`config.mk`:
```
export PLATFORM = sky130hd
export DESIGN_NAME = fir_tdf_prog
export DESIGN_NICKNAME = d
export VERILOG_FILES = /design/src/rtl/fir_pkg.sv /design/src/rtl/fir_out_stage.sv /design/src/rtl/fir_tdf_prog.sv
export SDC_FILE = /design/constraint.sdc
export NUM_CORES = 1
export LEC_CHECK = 0
export CAP_MARGIN = 0
export CORE_MARGIN = 2
export CORE_UTILIZATION = 55
export DETAILED_ROUTE_END_ITERATION = 8
export GPL_TIMING_DRIVEN = 0
export HOLD_SLACK_MARGIN = 0.08
export PLACE_DENSITY = 0.75
export SLEW_MARGIN = 20
export SYNTH_ARGS = -nofsm -noshare
export SYNTH_HDL_FRONTEND = slang
export SYNTH_SLANG_ARGS = --single-unit
```
`constraint.sdc`:
```
create_clock -name clk -period 7.8 [get_ports clk]
set_input_delay 1.56 -clock clk [delete_from_list [all_inputs] [get_ports clk]]
set_output_delay 1.56 -clock clk [all_outputs]
set_load 0.02 [all_outputs]
```
`src/rtl/fir_pkg.sv`:
```
// Shared definitions for the programmable transposed-direct-form FIR.
//   state_e     : control FSM state (RUN streams samples, LOAD takes coefficients)
//   calc_bw_acc : accumulator width that cannot overflow for N_TAPS full-scale products
package fir_pkg;

  typedef enum logic {
    RUN  = 1'b0,
    LOAD = 1'b1
  } state_e;

  function automatic int calc_bw_acc(input int bw_in, input int bw_coef, input int n_taps);
    return bw_in + bw_coef + $clog2(n_taps);
  endfunction

endpackage

```
`src/rtl/fir_out_stage.sv`:
```
// Output stage: round half up, arithmetic shift right by SHIFT, saturate to
// BW_OUT bits, then register.
//   clk, reset : clock, synchronous active-high reset
//   vld_i      : acc_i holds a fresh filter result this cycle
//   acc_i      : signed accumulator value (sum[0])
//   vld_o      : single-cycle strobe, y_o updated
//   y_o        : signed result, holds between strobes
//   sat_o      : strobe qualified by vld_o, result was clamped
module fir_out_stage
  import fir_pkg::*;
#(
  parameter int BW_ACC = 10,
  parameter int BW_OUT = 8,
  parameter int SHIFT  = 0
) (
  input  logic                     clk,
  input  logic                     reset,
  input  logic                     vld_i,
  input  logic signed [BW_ACC-1:0] acc_i,
  output logic                     vld_o,
  output logic signed [BW_OUT-1:0] y_o,
  output logic                     sat_o
);

  // Working width leaves headroom for the rounding add and for BW_OUT > BW_ACC.
  localparam int WX = ((BW_ACC + 1 > BW_OUT) ? BW_ACC + 1 : BW_OUT) + 1;
  localparam logic signed [WX-1:0] RND  = WX'((1 << SHIFT) >> 1);
  localparam logic signed [WX-1:0] MAXV = WX'((2 ** (BW_OUT - 1)) - 1);
  localparam logic signed [WX-1:0] MINV = ~MAXV;

  logic signed [WX-1:0]     ext, rnd, shr;
  logic                     hi, lo;
  logic signed [BW_OUT-1:0] y_d;
  logic                     vld_q, sat_q;
  logic signed [BW_OUT-1:0] y_q;

  assign ext = {{(WX-BW_ACC){acc_i[BW_ACC-1]}}, acc_i};
  assign rnd = ext + RND;
  assign shr = rnd >>> SHIFT;
  assign hi  = shr > MAXV;
  assign lo  = shr < MINV;
  assign y_d = hi ? MAXV[BW_OUT-1:0] : (lo ? MINV[BW_OUT-1:0] : shr[BW_OUT-1:0]);

  always_ff @(posedge clk) begin
    if (reset) begin
      vld_q <= 1'b0;
      sat_q <= 1'b0;
      y_q   <= '0;
    end else begin
      vld_q <= vld_i;
      sat_q <= vld_i & (hi | lo);
      if (vld_i) y_q <= y_d;
    end
  end

  assign vld_o = vld_q;
  assign y_o   = y_q;
  assign sat_o = sat_q;

endmodule

```
`src/rtl/fir_tdf_prog.sv`:
```
// Transposed-direct-form FIR with run-time loadable coefficients.
//   clk, reset             : clock, synchronous active-high reset
//   in_valid/in_ready/x_in : sample handshake, accepted when both high
//   coef_load              : pulse in RUN to start a coefficient load
//   coef_valid/coef_in     : coefficient words during LOAD, c[0] first
//   out_valid/y_out/sat    : result strobe two cycles after accept
module fir_tdf_prog
  import fir_pkg::*;
#(
  parameter int N_TAPS  = 4,
  parameter int BW_IN   = 4,
  parameter int BW_COEF = 4,
  parameter int BW_OUT  = 8,
  parameter int SHIFT   = 0
) (
  input  logic                      clk,
  input  logic                      reset,
  input  logic                      in_valid,
  output logic                      in_ready,
  input  logic signed [BW_IN-1:0]   x_in,
  input  logic                      coef_load,
  input  logic                      coef_valid,
  input  logic signed [BW_COEF-1:0] coef_in,
  output logic                      out_valid,
  output logic signed [BW_OUT-1:0]  y_out,
  output logic                      sat
);

  localparam int BW_ACC = calc_bw_acc(BW_IN, BW_COEF, N_TAPS);
  localparam int BW_P   = BW_IN + BW_COEF;
  localparam int CW     = $clog2(N_TAPS);
  // Passthrough: c[0]=1, all others 0.
  localparam logic [N_TAPS-1:0][BW_COEF-1:0] COEF_INIT = (N_TAPS*BW_COEF)'(1);

  state_e                          state_q, state_d;
  logic [CW-1:0]                   cnt_q, cnt_d;
  logic [N_TAPS-1:0][BW_COEF-1:0]  coef_q;
  logic [N_TAPS-1:0][BW_ACC-1:0]   sum_q, sum_d;
  logic                            accept, last_word, acc_vld_q;
  logic signed [BW_P-1:0]          x_ext;

  assign accept    = in_valid && (state_q == RUN);
  assign last_word = (state_q == LOAD) && coef_valid && (cnt_q == CW'(N_TAPS - 1));

  // FSM: state register
  always_ff @(posedge clk) begin
    if (reset) begin
      state_q <= RUN;
      cnt_q   <= '0;
    end else begin
      state_q <= state_d;
      cnt_q   <= cnt_d;
    end
  end

  // FSM: next state
  always_comb begin
    state_d = state_q;
    cnt_d   = cnt_q;
    case (state_q)
      RUN:  if (coef_load) state_d = LOAD;
      LOAD: begin
        if (last_word) begin
          state_d = RUN;
          cnt_d   = '0;
        end else if (coef_valid) begin
          cnt_d = cnt_q + CW'(1);
        end
      end
      default: state_d = RUN;
    endcase
  end

  // FSM: outputs, decoded from the state register only
  always_comb begin
    in_ready = (state_q == RUN);
  end

  always_ff @(posedge clk) begin
    if (reset) coef_q <= COEF_INIT;
    else if ((state_q == LOAD) && coef_valid) coef_q[cnt_q] <= coef_in;
  end

  assign x_ext = {{BW_COEF{x_in[BW_IN-1]}}, x_in};

  for (genvar k = 0; k < N_TAPS; k++) begin : g_tap
    logic signed [BW_P-1:0]   c_ext, prod;
    logic signed [BW_ACC-1:0] prod_ext;
    assign c_ext    = {{BW_IN{coef_q[k][BW_COEF-1]}}, coef_q[k]};
    assign prod     = x_ext * c_ext;
    assign prod_ext = {{(BW_ACC-BW_P){prod[BW_P-1]}}, prod};
    if (k == N_TAPS - 1) begin : g_last
      assign sum_d[k] = prod_ext;
    end else begin : g_mid
      assign sum_d[k] = prod_ext + sum_q[k+1];
    end
  end

  // A finished load starts the new filter from an empty delay line.
  always_ff @(posedge clk) begin
    if (reset || last_word) sum_q <= '0;
    else if (accept)        sum_q <= sum_d;
  end

  always_ff @(posedge clk) begin
    if (reset) acc_vld_q <= 1'b0;
    else       acc_vld_q <= accept;
  end

  fir_out_stage #(
    .BW_ACC (BW_ACC),
    .BW_OUT (BW_OUT),
    .SHIFT  (SHIFT)
  ) u_out (
    .clk   (clk),
    .reset (reset),
    .vld_i (acc_vld_q),
    .acc_i (sum_q[0]),
    .vld_o (out_valid),
    .y_o   (y_out),
    .sat_o (sat)
  );

endmodule

```
==> run_results.csv <==
group,metric,value,unit
critical_path,crit_type,"input port to register",
global_route,grt_usage,0.231,
floorplan,dieArea,10800,sq um
synthesis,synthesis.area,5510,sq um
cells_and_area,finalInstanceArea,6100,sq um
placement,dpl.hpwl,9510,um
timing,timing.final.crit_share,0.817,
clock_tree,root_buffer,"clkbuf_8",
power,vdd_ir_drop_max,0.0000916,V
route,viasPerCell,5.30,
synthesis,synthCells,625,
cells_and_area,nFillCells,845,
critical_path,crit_path_max_fanout,10,
route,wl_met3,438,um
timing,relSlewSlack,0.538,
run_status,status,"complete, no violations",
clock_tree,cts_resized,0,
worst_hold_path,hold_path.class,"register to register",
power,p_per_area,134,nW/um^2
global_route,grt_max_degree,14,
timing,fin_skew,0.0155,ns
cells_and_area,drive_gt1_frac,0.0287,
timing,rsz0062_at_grt,"false",
clock_tree,insertion_delay,0.35,ns
run,drv_cap,0,
power,leakage,3.01,nW
global_route,antenna_found_initial,0,
floorplan,start_util,0.567,
clock_tree,clk_pin_slew,0.08,ns
timing,tightest_slew,0.692,ns
route,wl_per_cell,14.8,um
floorplan,die_x,104,um
synthesis,ys_types,30,
critical_path,cp.arrival,6.66,ns
critical_path,crit_required,8.08,ns
clock_tree,htree_levels,3,
synthesis,synth_area_per_cell,8.82,sq um
cells_and_area,syn2layout_area_growth,10.6,%
synthesis,synth_area_leader_cell,"dfxtp_1",
cells_and_area,n_antenna_cell,0,
critical_path,cp-end-kind,"register",
route,firstDrtPassIters,4,
route,vias,4217,
route,ant_nets,0,
route,drt_wl_total,11800,um
synthesis,synth_area_leaders,"dfxtp_1 24%, ha_1 17%, fa_1 16%",
timing,fin_hold_ws,0.454,ns
synthesis,synth_top_area_share,0.243,
placement,post_dp_cell_area,5900,sq um
synthesis,yosys_warnings,0,
timing,setup_viol,0,
synthesis,ys_seq_elements,67,
critical_path,critPathLaunchType,"input port",
cells_and_area,post-route-util,0.627,
clock_tree,clockBufferDepth,2,
global_route,grt_pass1_wl,19900,um
clock_tree,post-cts-setup-buffers,0,
route,met1Wirelength,4970,um
timing,slew_violations,0,
floorplan,rows,36,
route,dr.max_layer_used,"met4",
synthesis,synth_nets,759,
floorplan,core,9730,sq um
route,drc,0,
clock_tree,tritoncts,"yes",
timing,fmax,157,MHz
cells_and_area,layout.nets,792,
timing,post-route-min-period,6.38,ns
placement,placement.io_buffers,22,
floorplan,io_pins,24,
clock_tree,ctsHoldBuffers,0,
timing,hold_viol,0,
clock_tree,cts_sinks,67,
route,route.met2.wl,6100,um
clock_tree,cts_buffers,9,
route,drtIter0Drc,189,
timing,setup-tns-final,0,ns
floorplan,die_y,104,um
global_route,grt_pass1_vias,4354,
placement,place_congestion,0.859,
synthesis,yosysSeqAreaShare,0.243,
global_route,overflow,0,
==> Yosys cell counts (all sizes together) <==
cell type and number:
nor2 46, o21bai 5, xnor2 36, inv 66, clkbuf 14, dfxtp 67
a31oi 1, mux2i 13, nand3 7, a21boi 1, a21o 13, buf 7
nor2b 4, ha 76, nand2 77, nor3 1, o21ai 14, and2 31
fa 45, a211oi 8, o21a 3, a211o 1, a311oi 1, nand2b 15
a21oi 64, xor2 9
==> critical path: stages <==
cell and delay, ns:
clkdlybuf4s50_1 0.63, clkbuf_1 0.48, nand2_1 0.15, fa_1 0.51, fa_1 0.51, fa_1 0.52
inv_1 0.04, ha_1 0.22, fa_1 0.40, a21o_1 0.19, a21oi_1 0.18, xnor2_1 0.15
ha_1 0.36, inv_1 0.07, nor3_1 0.17, a21oi_1 0.07, a311oi_1 0.26, a21oi_1 0.06
nor2_1 0.11
==> state kept, by name, indices dropped and copies added (netlist names) <==
| name | count |
|---|---|
| sum_q | 37 |
| u_out.y_o | 8 |
| u_out.vld_o | 1 |
| state_q | 1 |
| cnt_q | 2 |
| acc_vld_q | 1 |
| u_out.sat_o | 1 |
| coef_q | 16 |
==> final cells by class <==
| type | count | area [sq um] | area share |
|---|---|---|---|
| tap | 133 | 166 | 0.0273 |
| sequential | 67 | 1340 | 0.220 |
| buffer | 21 | 78.8 | 0.0129 |
| multi-input combinational | 471 | 3840 | 0.630 |
| clock inverter | 7 | 76.3 | 0.0125 |
| clock buffer | 9 | 124 | 0.0203 |
| inverter | 66 | 248 | 0.0406 |
| timing repair buffer | 22 | 220 | 0.0361 |
==> cells by family (layout without fill, tap and decap cells) <==
| kind of cell | count (synthesis) | count (layout) | share of synthesized area |
|---|---|---|---|
| AND/OR/NAND/NOR | 181 | 181 | 0.148 |
| adder cells (fa/ha/maj) | 121 | 121 | 0.336 |
| AO/OA/AOI/OAI | 111 | 111 | 0.117 |
| buffers and inverters | 87 | 125 | 0.0592 |
| flip-flops | 67 | 67 | 0.243 |
| XOR/XNOR | 45 | 45 | 0.0729 |
| multiplexers | 13 | 13 | 0.0236 |
==> worst paths after layout <==
kind,start,to,slack [ns],depth (start not counted)
min,sum_q[5]$_SDFFE_PP0P_,sum_q[5]$_SDFFE_PP0P_,0.45,2
max,x_in[1],sum_q[19]$_SDFFE_PP0P_,1.42,19
min reg2reg,sum_q[5]$_SDFFE_PP0P_,sum_q[5]$_SDFFE_PP0P_,0.45,2
max reg2reg,coef_q[6]$_SDFFE_PP0P_,sum_q[19]$_SDFFE_PP0P_,3.42,17
==> routing by layer <==
layer  vias up  GRT usage
met2        74      0.419
met1      2027      0.265
met3        24     0.0501
met5         -          0
met4         0     0.0878
li1       2092          -
==> power breakdown <==
part / switching, mW / internal (mW)
Combinational: 0.0928 / 0.0640
Clock: 0.146 / 0.149
Sequential: 0.00840 / 0.355
Total: 0.247 / 0.568
==> cells in the final DEF (no fill, tap or decap), types with 2 or more instances in the layout <==
master,synthesis,routed
a211oi_1,7,7
a21o_1,13,13
a21oi_1,64,64
and2_1,31,31
buf_1,7,7
clkbuf_1,14,14
clkbuf_8,0,9
clkdlybuf4s50_1,0,22
clkinv_4,0,2
clkinvlp_4,0,2
dfxtp_1,67,67
fa_1,45,45
ha_1,76,76
inv_1,66,66
mux2i_1,13,13
nand2_1,76,76
nand2b_1,15,15
nand3_1,7,7
nor2_1,46,46
nor2b_1,4,4
o21a_1,3,3
o21ai_0,11,11
o21ai_1,3,3
o21bai_1,5,5
xnor2_1,35,35
xor2_1,9,9
==> stage by stage <==
| step | setup slack, ns | total power, mW | instances |
|---|---|---|---|
| 3_5_place_dp | 1.04 | 0.527 | 780 |
| 5_1_grt | 1.06 | 0.857 | 796 |
| 2_1_floorplan | 2.28 | 0.479 | 625 |
| 6_report | 1.42 | 0.815 | 796 |
| 4_1_cts | 1.40 | 0.818 | 796 |
| 3_3_place_gp | 1.17 | 0.521 | 780 |
Power figures use the tool's default switching activity.
